**src/rtl/bpsk_encoder.sv**
```systemverilog
`default_nettype none
// ============================================================================
// Module      : bpsk_encoder
// Description : Turns one AXI-Stream squitter into a BPSK baseband burst
//               (preamble, NRZ payload, zero guard gap) as packed I/Q samples.
// Revision    : 1.0 - initial release
// ============================================================================
module bpsk_encoder #(
    parameter int SQUITTER_LENGTH        = 128,
    parameter int PAYLOAD_BITS           = 112,
    parameter int PREAMBLE_BITS          = 16,
    parameter int SAMPLES_PER_BIT        = 8,
    parameter int GAP_SAMPLES            = 16,
    parameter int C_M00_AXIS_TDATA_WIDTH = 32
) (
    input  logic                                  s00_axis_aclk,
    input  logic                                  s00_axis_areset,
    input  logic                                  s00_axis_tvalid,
    input  logic [SQUITTER_LENGTH-1:0]            s00_axis_tdata,
    input  logic                                  s00_axis_tlast,
    output logic                                  s00_axis_tready,
    output logic                                  m00_axis_tvalid,
    input  logic                                  m00_axis_tready,
    output logic [C_M00_AXIS_TDATA_WIDTH-1:0]     m00_axis_tdata,
    output logic [(C_M00_AXIS_TDATA_WIDTH/8)-1:0] m00_axis_tstrb,
    output logic                                  m00_axis_tlast,
    input  logic [PREAMBLE_BITS-1:0]              preamble_pattern,
    input  logic [15:0]                           amplitude
);

    localparam logic [1:0] c_st_idle     = 2'd0;
    localparam logic [1:0] c_st_preamble = 2'd1;
    localparam logic [1:0] c_st_payload  = 2'd2;
    localparam logic [1:0] c_st_gap      = 2'd3;

    localparam int c_max_bits = (PREAMBLE_BITS > PAYLOAD_BITS) ? PREAMBLE_BITS : PAYLOAD_BITS;
    localparam int c_bit_w    = (c_max_bits > 1) ? $clog2(c_max_bits) : 1;
    localparam int c_smp_w    = (SAMPLES_PER_BIT > 1) ? $clog2(SAMPLES_PER_BIT) : 1;
    localparam int c_gap_w    = (GAP_SAMPLES > 1) ? $clog2(GAP_SAMPLES) : 1;
    localparam int c_gap_max  = (GAP_SAMPLES > 0) ? GAP_SAMPLES - 1 : 0;

    localparam logic [c_bit_w-1:0] c_pre_last = c_bit_w'(PREAMBLE_BITS - 1);
    localparam logic [c_bit_w-1:0] c_pay_last = c_bit_w'(PAYLOAD_BITS - 1);
    localparam logic [c_bit_w-1:0] c_bit_one  = c_bit_w'(1);
    localparam logic [c_smp_w-1:0] c_smp_last = c_smp_w'(SAMPLES_PER_BIT - 1);
    localparam logic [c_smp_w-1:0] c_smp_one  = c_smp_w'(1);
    localparam logic [c_gap_w-1:0] c_gap_last = c_gap_w'(c_gap_max);
    localparam logic [c_gap_w-1:0] c_gap_one  = c_gap_w'(1);

    // Burst position and latched burst data
    logic [1:0]               r_state;
    logic [c_bit_w-1:0]       r_bit_cnt;
    logic [c_smp_w-1:0]       r_smp_cnt;
    logic [c_gap_w-1:0]       r_gap_cnt;
    logic [PREAMBLE_BITS-1:0] r_pre_sh;
    logic [PAYLOAD_BITS-1:0]  r_pay_sh;
    logic [15:0]              r_amp;

    // Output registers
    logic                     r_s_ready;
    logic                     r_tvalid;
    logic                     r_tlast;
    logic [15:0]              r_i;

    logic                     w_accept;
    logic                     w_handshake;
    logic                     w_step;
    logic                     w_smp_wrap;
    logic [15:0]              w_amp_clamped;

    logic [1:0]               w_nxt_state;
    logic [c_bit_w-1:0]       w_nxt_bit;
    logic [c_smp_w-1:0]       w_nxt_smp;
    logic [c_gap_w-1:0]       w_nxt_gap;
    logic [PREAMBLE_BITS-1:0] w_nxt_pre;
    logic [PAYLOAD_BITS-1:0]  w_nxt_pay;
    logic [15:0]              w_nxt_amp;
    logic                     w_nxt_bit_val;
    logic [15:0]              w_nxt_i;
    logic                     w_nxt_last;

    logic                     w_unused;

    assign w_unused      = ^{s00_axis_tlast, s00_axis_tdata};
    assign w_accept      = (r_state == c_st_idle) && r_s_ready && s00_axis_tvalid;
    assign w_handshake   = r_tvalid && m00_axis_tready;
    assign w_step        = w_accept || w_handshake;
    assign w_smp_wrap    = (r_smp_cnt == c_smp_last);
    assign w_amp_clamped = amplitude[15] ? 16'h7FFF : amplitude;

    // Position of the sample that will be presented after this step. The
    // current bit of each field is always the MSB of its shift register.
    always_comb begin
        w_nxt_state = r_state;
        w_nxt_bit   = r_bit_cnt;
        w_nxt_smp   = r_smp_cnt;
        w_nxt_gap   = r_gap_cnt;
        w_nxt_pre   = r_pre_sh;
        w_nxt_pay   = r_pay_sh;
        w_nxt_amp   = r_amp;
        case (r_state)
            c_st_idle: begin
                if (w_accept) begin
                    w_nxt_state = c_st_preamble;
                    w_nxt_bit   = '0;
                    w_nxt_smp   = '0;
                    w_nxt_gap   = '0;
                    w_nxt_pre   = preamble_pattern;
                    w_nxt_pay   = s00_axis_tdata[PAYLOAD_BITS-1:0];
                    w_nxt_amp   = w_amp_clamped;
                end
            end
            c_st_preamble: begin
                if (w_smp_wrap) begin
                    w_nxt_smp = '0;
                    w_nxt_pre = r_pre_sh << 1;
                    if (r_bit_cnt == c_pre_last) begin
                        w_nxt_state = c_st_payload;
                        w_nxt_bit   = '0;
                    end else begin
                        w_nxt_bit = r_bit_cnt + c_bit_one;
                    end
                end else begin
                    w_nxt_smp = r_smp_cnt + c_smp_one;
                end
            end
            c_st_payload: begin
                if (w_smp_wrap) begin
                    w_nxt_smp = '0;
                    w_nxt_pay = r_pay_sh << 1;
                    if (r_bit_cnt == c_pay_last) begin
                        w_nxt_bit = '0;
                        w_nxt_gap = '0;
                        if (GAP_SAMPLES > 0) begin
                            w_nxt_state = c_st_gap;
                        end else begin
                            w_nxt_state = c_st_idle;
                        end
                    end else begin
                        w_nxt_bit = r_bit_cnt + c_bit_one;
                    end
                end else begin
                    w_nxt_smp = r_smp_cnt + c_smp_one;
                end
            end
            default: begin
                if (r_gap_cnt == c_gap_last) begin
                    w_nxt_state = c_st_idle;
                    w_nxt_gap   = '0;
                end else begin
                    w_nxt_gap = r_gap_cnt + c_gap_one;
                end
            end
        endcase
    end

    always_comb begin
        w_nxt_bit_val = (w_nxt_state == c_st_preamble) ? w_nxt_pre[PREAMBLE_BITS-1]
                                                       : w_nxt_pay[PAYLOAD_BITS-1];
        w_nxt_i = 16'h0000;
        if ((w_nxt_state == c_st_preamble) || (w_nxt_state == c_st_payload)) begin
            w_nxt_i = w_nxt_bit_val ? w_nxt_amp : (16'h0000 - w_nxt_amp);
        end
        w_nxt_last = 1'b0;
        if ((w_nxt_state == c_st_gap) && (w_nxt_gap == c_gap_last)) begin
            w_nxt_last = 1'b1;
        end
        if ((GAP_SAMPLES == 0) && (w_nxt_state == c_st_payload) &&
            (w_nxt_bit == c_pay_last) && (w_nxt_smp == c_smp_last)) begin
            w_nxt_last = 1'b1;
        end
    end

    always_ff @(posedge s00_axis_aclk) begin
        if (s00_axis_areset) begin
            r_state   <= c_st_idle;
            r_bit_cnt <= '0;
            r_smp_cnt <= '0;
            r_gap_cnt <= '0;
            r_pre_sh  <= '0;
            r_pay_sh  <= '0;
            r_amp     <= 16'h0000;
            r_s_ready <= 1'b0;
            r_tvalid  <= 1'b0;
            r_tlast   <= 1'b0;
            r_i       <= 16'h0000;
        end else begin
            r_s_ready <= ((w_step ? w_nxt_state : r_state) == c_st_idle);
            if (w_step) begin
                r_state   <= w_nxt_state;
                r_bit_cnt <= w_nxt_bit;
                r_smp_cnt <= w_nxt_smp;
                r_gap_cnt <= w_nxt_gap;
                r_pre_sh  <= w_nxt_pre;
                r_pay_sh  <= w_nxt_pay;
                r_amp     <= w_nxt_amp;
                r_tvalid  <= (w_nxt_state != c_st_idle);
                r_tlast   <= w_nxt_last;
                r_i       <= w_nxt_i;
            end
        end
    end

    assign s00_axis_tready = r_s_ready;
    assign m00_axis_tvalid = r_tvalid;
    assign m00_axis_tlast  = r_tlast;
    assign m00_axis_tdata  = {{(C_M00_AXIS_TDATA_WIDTH-16){1'b0}}, r_i};
    assign m00_axis_tstrb  = {(C_M00_AXIS_TDATA_WIDTH/8){1'b1}};

endmodule
`default_nettype wire

```
**config.mk**
```make
export PLATFORM = sky130hd
export DESIGN_NAME = bpsk_encoder
export DESIGN_NICKNAME = d
export VERILOG_FILES = /design/src/rtl/bpsk_encoder.sv
export SDC_FILE = /design/constraint.sdc
export NUM_CORES = 1
export LEC_CHECK = 0
export BUFFER_PORTS_ARGS = -buffer_cell sky130_fd_sc_hd__buf_2
export CORE_UTILIZATION = 50
export CTS_BUF_LIST = sky130_fd_sc_hd__clkbuf_2
export DETAILED_ROUTE_END_ITERATION = 10
export GPL_TIMING_DRIVEN = 1
export PLACE_DENSITY = 0.76
export REMOVE_ABC_BUFFERS = 1
export SYNTH_ARGS = -nofsm -noshare
export SYNTH_HDL_FRONTEND = slang
export SYNTH_SLANG_ARGS = --single-unit
```
**constraint.sdc**
```tcl
create_clock -name s00_axis_aclk -period 3.2 [get_ports s00_axis_aclk]
set_clock_uncertainty 0.05 [all_clocks]
set_input_delay 0.16 -clock s00_axis_aclk [delete_from_list [all_inputs] [get_ports s00_axis_aclk]]
set_output_delay 0.16 -clock s00_axis_aclk [all_outputs]
set_load 0.02 [all_outputs]
```
# After elaboration in Yosys (flattened, before gate mapping)
# Index checks and enable logic that the tools add are counted.
# totals
register_bits,179
inputBits,165
elab_cells,83
output_inout_bits,39
# op_classes
eq_ne,13
reduce_logical,18
muxes,35
add_sub_neg,4
# op_table
op,n
112-bit 2-to-1 mux,2
112-bit one-hot mux with 2 select lines,1
16-bit 2-to-1 mux,6
7-bit 2-to-1 mux,5
16-bit one-hot mux with 2 select lines,1
7-bit one-hot mux with 3 select lines,1
4-bit 2-to-1 mux,4
"1-bit by 16-bit subtractor with 16-bit output, first input constant",1
15-bit 2-to-1 mux,1
2-bit 2-to-1 mux,7
4-bit one-hot mux with 3 select lines,1
"4-bit == test, second input constant",2
4-bit AND reduction,2
2-bit nonzero test,4
"7-bit by 1-bit adder with 7-bit output, second input constant",1
"7-bit by 4-bit == test with 1-bit output, second input constant",1
"7-bit == test, second input constant",1
"2-bit == test, second input constant",3
3-bit 2-to-1 mux,2
"2-bit inequality test, second input constant",3
2-bit one-hot mux with 3 select lines,1
3-bit one-hot mux with 2 select lines,1
5-bit AND reduction,1
"4-bit by 1-bit adder with 4-bit output, second input constant",1
10 further kinds,17

# Logic depth before layout (Yosys ltp)
# depth
ltp_word,9
ltp_mapped,15
mapped_depth_nobuf,12

# Worst setup path after synthesis
# Ideal clock, no wire load.
# synth_path
path_type,reg-to-reg
from,register r_state[0]
to,register r_i[11]
n_path_buf,3
period_less_slack_ns,2.882
path_slack_ns,0.318
stages_incl_launch_ff,16
arrival_time_ns,2.715
required_time_ns,3.033
setup_ns,0.117
cell_sequence,dfxtp_1 inv_1 ha_1 and3_4 buf_6 buf_2 a41oi_1 a2bb2oi_1 nor2_1 ha_1 a221oi_4 a32oi_2 buf_6 a31oi_1 xnor2_1 a22o_1
# synth_between
elab_chain_len,9
word_cells_on_any_way,26
classes_between,add/sub: 1; eq/ne: 4; mux: 16; reduce/logical: 5
# synth_lines
element,line_no,source
start: declaration,51,logic [1:0] r_state;
start signal: assignment,176,r_state <= c_st_idle;
start signal: assignment,190,r_state <= w_nxt_state;
branches (longest 9 deep; another with 1-bit by 16-bit subtractor with 16-bit output),-,
end signal: assignment,199,r_i <= w_nxt_i;
end: declaration,63,logic [15:0] r_i;
# Several ways; the timed one is not identified. The select of a mux whose other input is x is not followed.
# A chain may end at the register's enable or synchronous reset.

# Final worst setup path
# layout_path
from,register r_state[1]
to,register r_amp[13]
# layout_between
elab_chain_len,5
word_cells_on_any_way,6
classes_between,mux: 2; reduce/logical: 4
# layout_lines
element,line_no,source
2-bit logical NOT *,"85, 101",
1-bit logical AND (2 in series),85,assign w_accept = (r_state == c_st_idle) && r_s_ready && s00_axis_tvalid;
16-bit 2-to-1 mux,103,if (w_accept) begin
16-bit 2-to-1 mux,101,case (r_state)
end signal: assignment,196,r_amp <= w_nxt_amp;
end: declaration,57,logic [15:0] r_amp;
# Mark *: on every way between the ends. The rest lies on a longest branch, timed or not.

==> results.yml <==
timing:
  finalCriticalPeriod_ps: 3050
  setup_violations: 0
  slew_viol_final: 0
  holdWs_ps: 138.1
  achievable_clock_frequency_ghz: 0.3278
  final_hold_viol_count: 0
  worst_slack_ps: 149.7
  worst_pin_slew_ps: 937.1
  setup_tns_ps: 0
  slew_headroom_pct: 37.30
  final.period_utilization_pct: 95.32
critical_path:
  path_class: "reg -> reg"
  worstSetupStartpointType: "flop"
  critical_path_required_ps: 3800
  critPathCaptureType: "flop"
  worst-endpoint-arrival_ps: 3650
  r2r.worst_path.cells: 10
  worst-path-max-fanout: 18
finish:
  final_layout_size_suffix_gt1_share_pct: 18.83
  layout.core_utilization_pct: 70.27
  final_cell_mix: "189 x sky130_fd_sc_hd__dlygate4sd3_1, 179 x sky130_fd_sc_hd__nor2_1, 178 x sky130_fd_sc_hd__dfxtp_1"
  post_layout_nonfiller_instances: 1497
  area_growth_syn_to_layout_pct: 36.46
  commonest_non_fill_non_tap_cell_in_the_layout: "sky130_fd_sc_hd__dlygate4sd3_1"
  final_area_sq_um: 11240
  finish.net_count: 1445
run:
  maxCapViolations: 0
placement:
  detailedPlace.worstSlack_ps: 94.23
  gp_congestion: 0.8681
  dpl.cell_count: 1273
  detailed_place.area_sq_um: 9077
  dp_hpwl_microns: 13220
  numPortBuffers: 166
clock_network:
  cts_buffers: 17
  cts-htree-levels: 4
  clk-insertion-delay-late_ps: 740
  clock_tree.buffer_depth: 2
  tritoncts: "done"
  clkSlewWorstSetupHoldPaths_ps: 250
  cts_post_setup_buffers_inserted: 0
  cts.sink_count: 179
  clock_tree.root_cell: "sky130_fd_sc_hd__clkbuf_2"
yosys:
  ys_dominant_reg_cell: "sky130_fd_sc_hd__dfxtp_1"
  synthDistinctLibCells: 65
  ys_ff_latch: 179
  syn_avg_cell_area_sq_um: 8.547
  syn_inst: 964
  synth_warnings: 0
  syn_area_sq_um: 8239
  proportion_of_synthesized_flip_flops_having_asynchronous_set_or_reset_pct: 0
  synth.yosys.seq_area_share_pct: 43.49
  count_of_flip_flops_with_a_built_in_enable_after_synthesis: 0
run_status:
  result_of_the_run: "complete, no violations"
hold_path:
  worstHoldPathCells: 4
  worst_hold_path_type: "in -> reg"
floorplan:
  placementRows: 46
  core_area_sq_um: 16000
  dieHeight_microns: 130.4
  dieWidth_microns: 130.4
  die_area_sq_um: 17000
  number_of_placed_i_o_pins: 204
  effective_utilization_at_floorplan_pct: 51.49
grt:
  number_of_global_route_vias_before_repair: 8291
  antenna_found_initial: 1
  grt_util_all_layers_pct: 29.13
  grt_start_max_net_pins: 109
  globalRoute.totalOverflow: 0
  grt_pass1_wl_microns: 39550
drt:
  finalWirelength_microns: 25180
  postRouteAntennaNets: 0
  dr.pass1.iters: 5
  remaining_design_rule_violation_count: 0
  drt-initial-drc-count: 696
  detailroute.via_count: 8794
  drt-wirelength-per-cell_microns: 16.82
  route.detailed.vias_per_inst: 5.874
power:
  irDropWorstVdd_v: 0.0003826
  p_per_area_nw_per_um2: 739.2
  fin_total_pwr_mw: 8.311
  static-leakage-power_nw: 4.501
## cells by family (layout without fill, tap and decap cells)
logic type | after synthesis | in the layout | synth area share (%)
AND/OR/NAND/NOR | 376 | 377 | 20.67
AO/OA/AOI/OAI | 253 | 253 | 24.51
flip-flops | 179 | 179 | 43.49
buffers and inverters | 121 | 418 | 7.016
XOR/XNOR | 14 | 14 | 1.488
adder cells (fa/ha/maj) | 13 | 13 | 1.974
multiplexers | 6 | 6 | 0.7593
other | 2 | 21 | 0.09115
## worst max-delay path: stages (launching register included)
cell	delay, ps
sky130_fd_sc_hd__dfxtp_1	430
sky130_fd_sc_hd__inv_1	100
sky130_fd_sc_hd__ha_1	160
sky130_fd_sc_hd__buf_4	190
sky130_fd_sc_hd__nand3_2	160
sky130_fd_sc_hd__buf_6	220
sky130_fd_sc_hd__or3_1	310
sky130_fd_sc_hd__dlygate4sd3_1	570
sky130_fd_sc_hd__o21ai_1	130
sky130_fd_sc_hd__nor2_1	60
sky130_fd_sc_hd__dlygate4sd3_1	580
## worst paths after layout
| check | startpoint | end | slack [ps] |
|---|---|---|---|
| setup / recovery | r_state[1]$_SDFF_PP0_ | r_amp[13]$_SDFFE_PP0N_ | 150 |
| hold / removal | s00_axis_tdata[0] | r_pay_sh[0]$_SDFFE_PP0P_ | 140 |
| setup reg to reg | r_state[1]$_SDFF_PP0_ | r_amp[13]$_SDFFE_PP0N_ | 150 |
| hold reg to reg | m00_axis_tlast$_SDFFE_PP0N_ | m00_axis_tlast$_SDFFE_PP0N_ | 420 |
## synth_stat cells (all sizes together), types with 3 or more instances
library cell | number | area share [%]
dfxtp | 179 | 43
o21a | 3 | 0.27
or4 | 6 | 0.55
a221oi | 113 | 12
nor3 | 117 | 7.1
nor2 | 181 | 8.2
a31oi | 8 | 0.61
or2 | 4 | 0.30
nor4 | 5 | 0.38
a32oi | 4 | 0.52
ha | 13 | 2.0
xnor2 | 9 | 0.96
a41oi | 5 | 0.80
xor2 | 5 | 0.53
a211oi | 15 | 1.4
clkbuf | 65 | 3.0
and3 | 4 | 0.36
a21oi | 25 | 1.8
nand3 | 9 | 0.55
nand2 | 25 | 1.1
o22ai | 3 | 0.23
inv | 8 | 0.36
buf | 48 | 3.7
a22o | 14 | 1.5
o21ai | 28 | 1.7
mux2i | 4 | 0.49
or3 | 12 | 0.91
a22oi | 18 | 1.7
## per-layer routing
layer | vias up | track usage [%] | wire [microns]
met5 | - | 0 | 0
met4 | 0 | 12.24 | 627
met3 | 61 | 6.437 | 1552
met2 | 369 | 49.62 | 12640
met1 | 4195 | 35.47 | 10360
li1 | 4169 | - | -
## cell type report
type / count / area, sq um
fillers: 1200 / 4757
multi-input cells: 683 / 4184
flip-flops and latches: 179 / 3585
repair buffers: 378 / 2972
well taps: 216 / 270.3
clock inverters: 15 / 115.1
clock buffers: 17 / 85.08
inverters: 8 / 30.03
diodes: 1 / 2.502
## power breakdown
group | internal [mW] | switching (mW) | leakage [nW] | total [mW]
clock | 0.273 | 0.786 | 0.125 | 1.06
sequential | 2.88 | 0.405 | 1.46 | 3.29
combinational | 1.74 | 2.22 | 2.92 | 3.96
total | 4.90 | 3.41 | 4.50 | 8.31
## registers in the layout, indices dropped and copies added (netlist names)
register and flops:
s00_axis_tready 1, r_i 16, r_amp 16, r_pre_sh 16
m00_axis_tvalid 1, r_state 2, r_bit_cnt 7, r_smp_cnt 3
m00_axis_tlast 1, r_pay_sh 112, r_gap_cnt 4
## timing repair
action | in CTS | in global routing
hold buffers | 189 | 0
resized for setup | 0 | 11
endpoints found under the setup margin | 0 | 47
hold endpoints to repair | 166 | 0
Power figures use the tool's default switching activity.
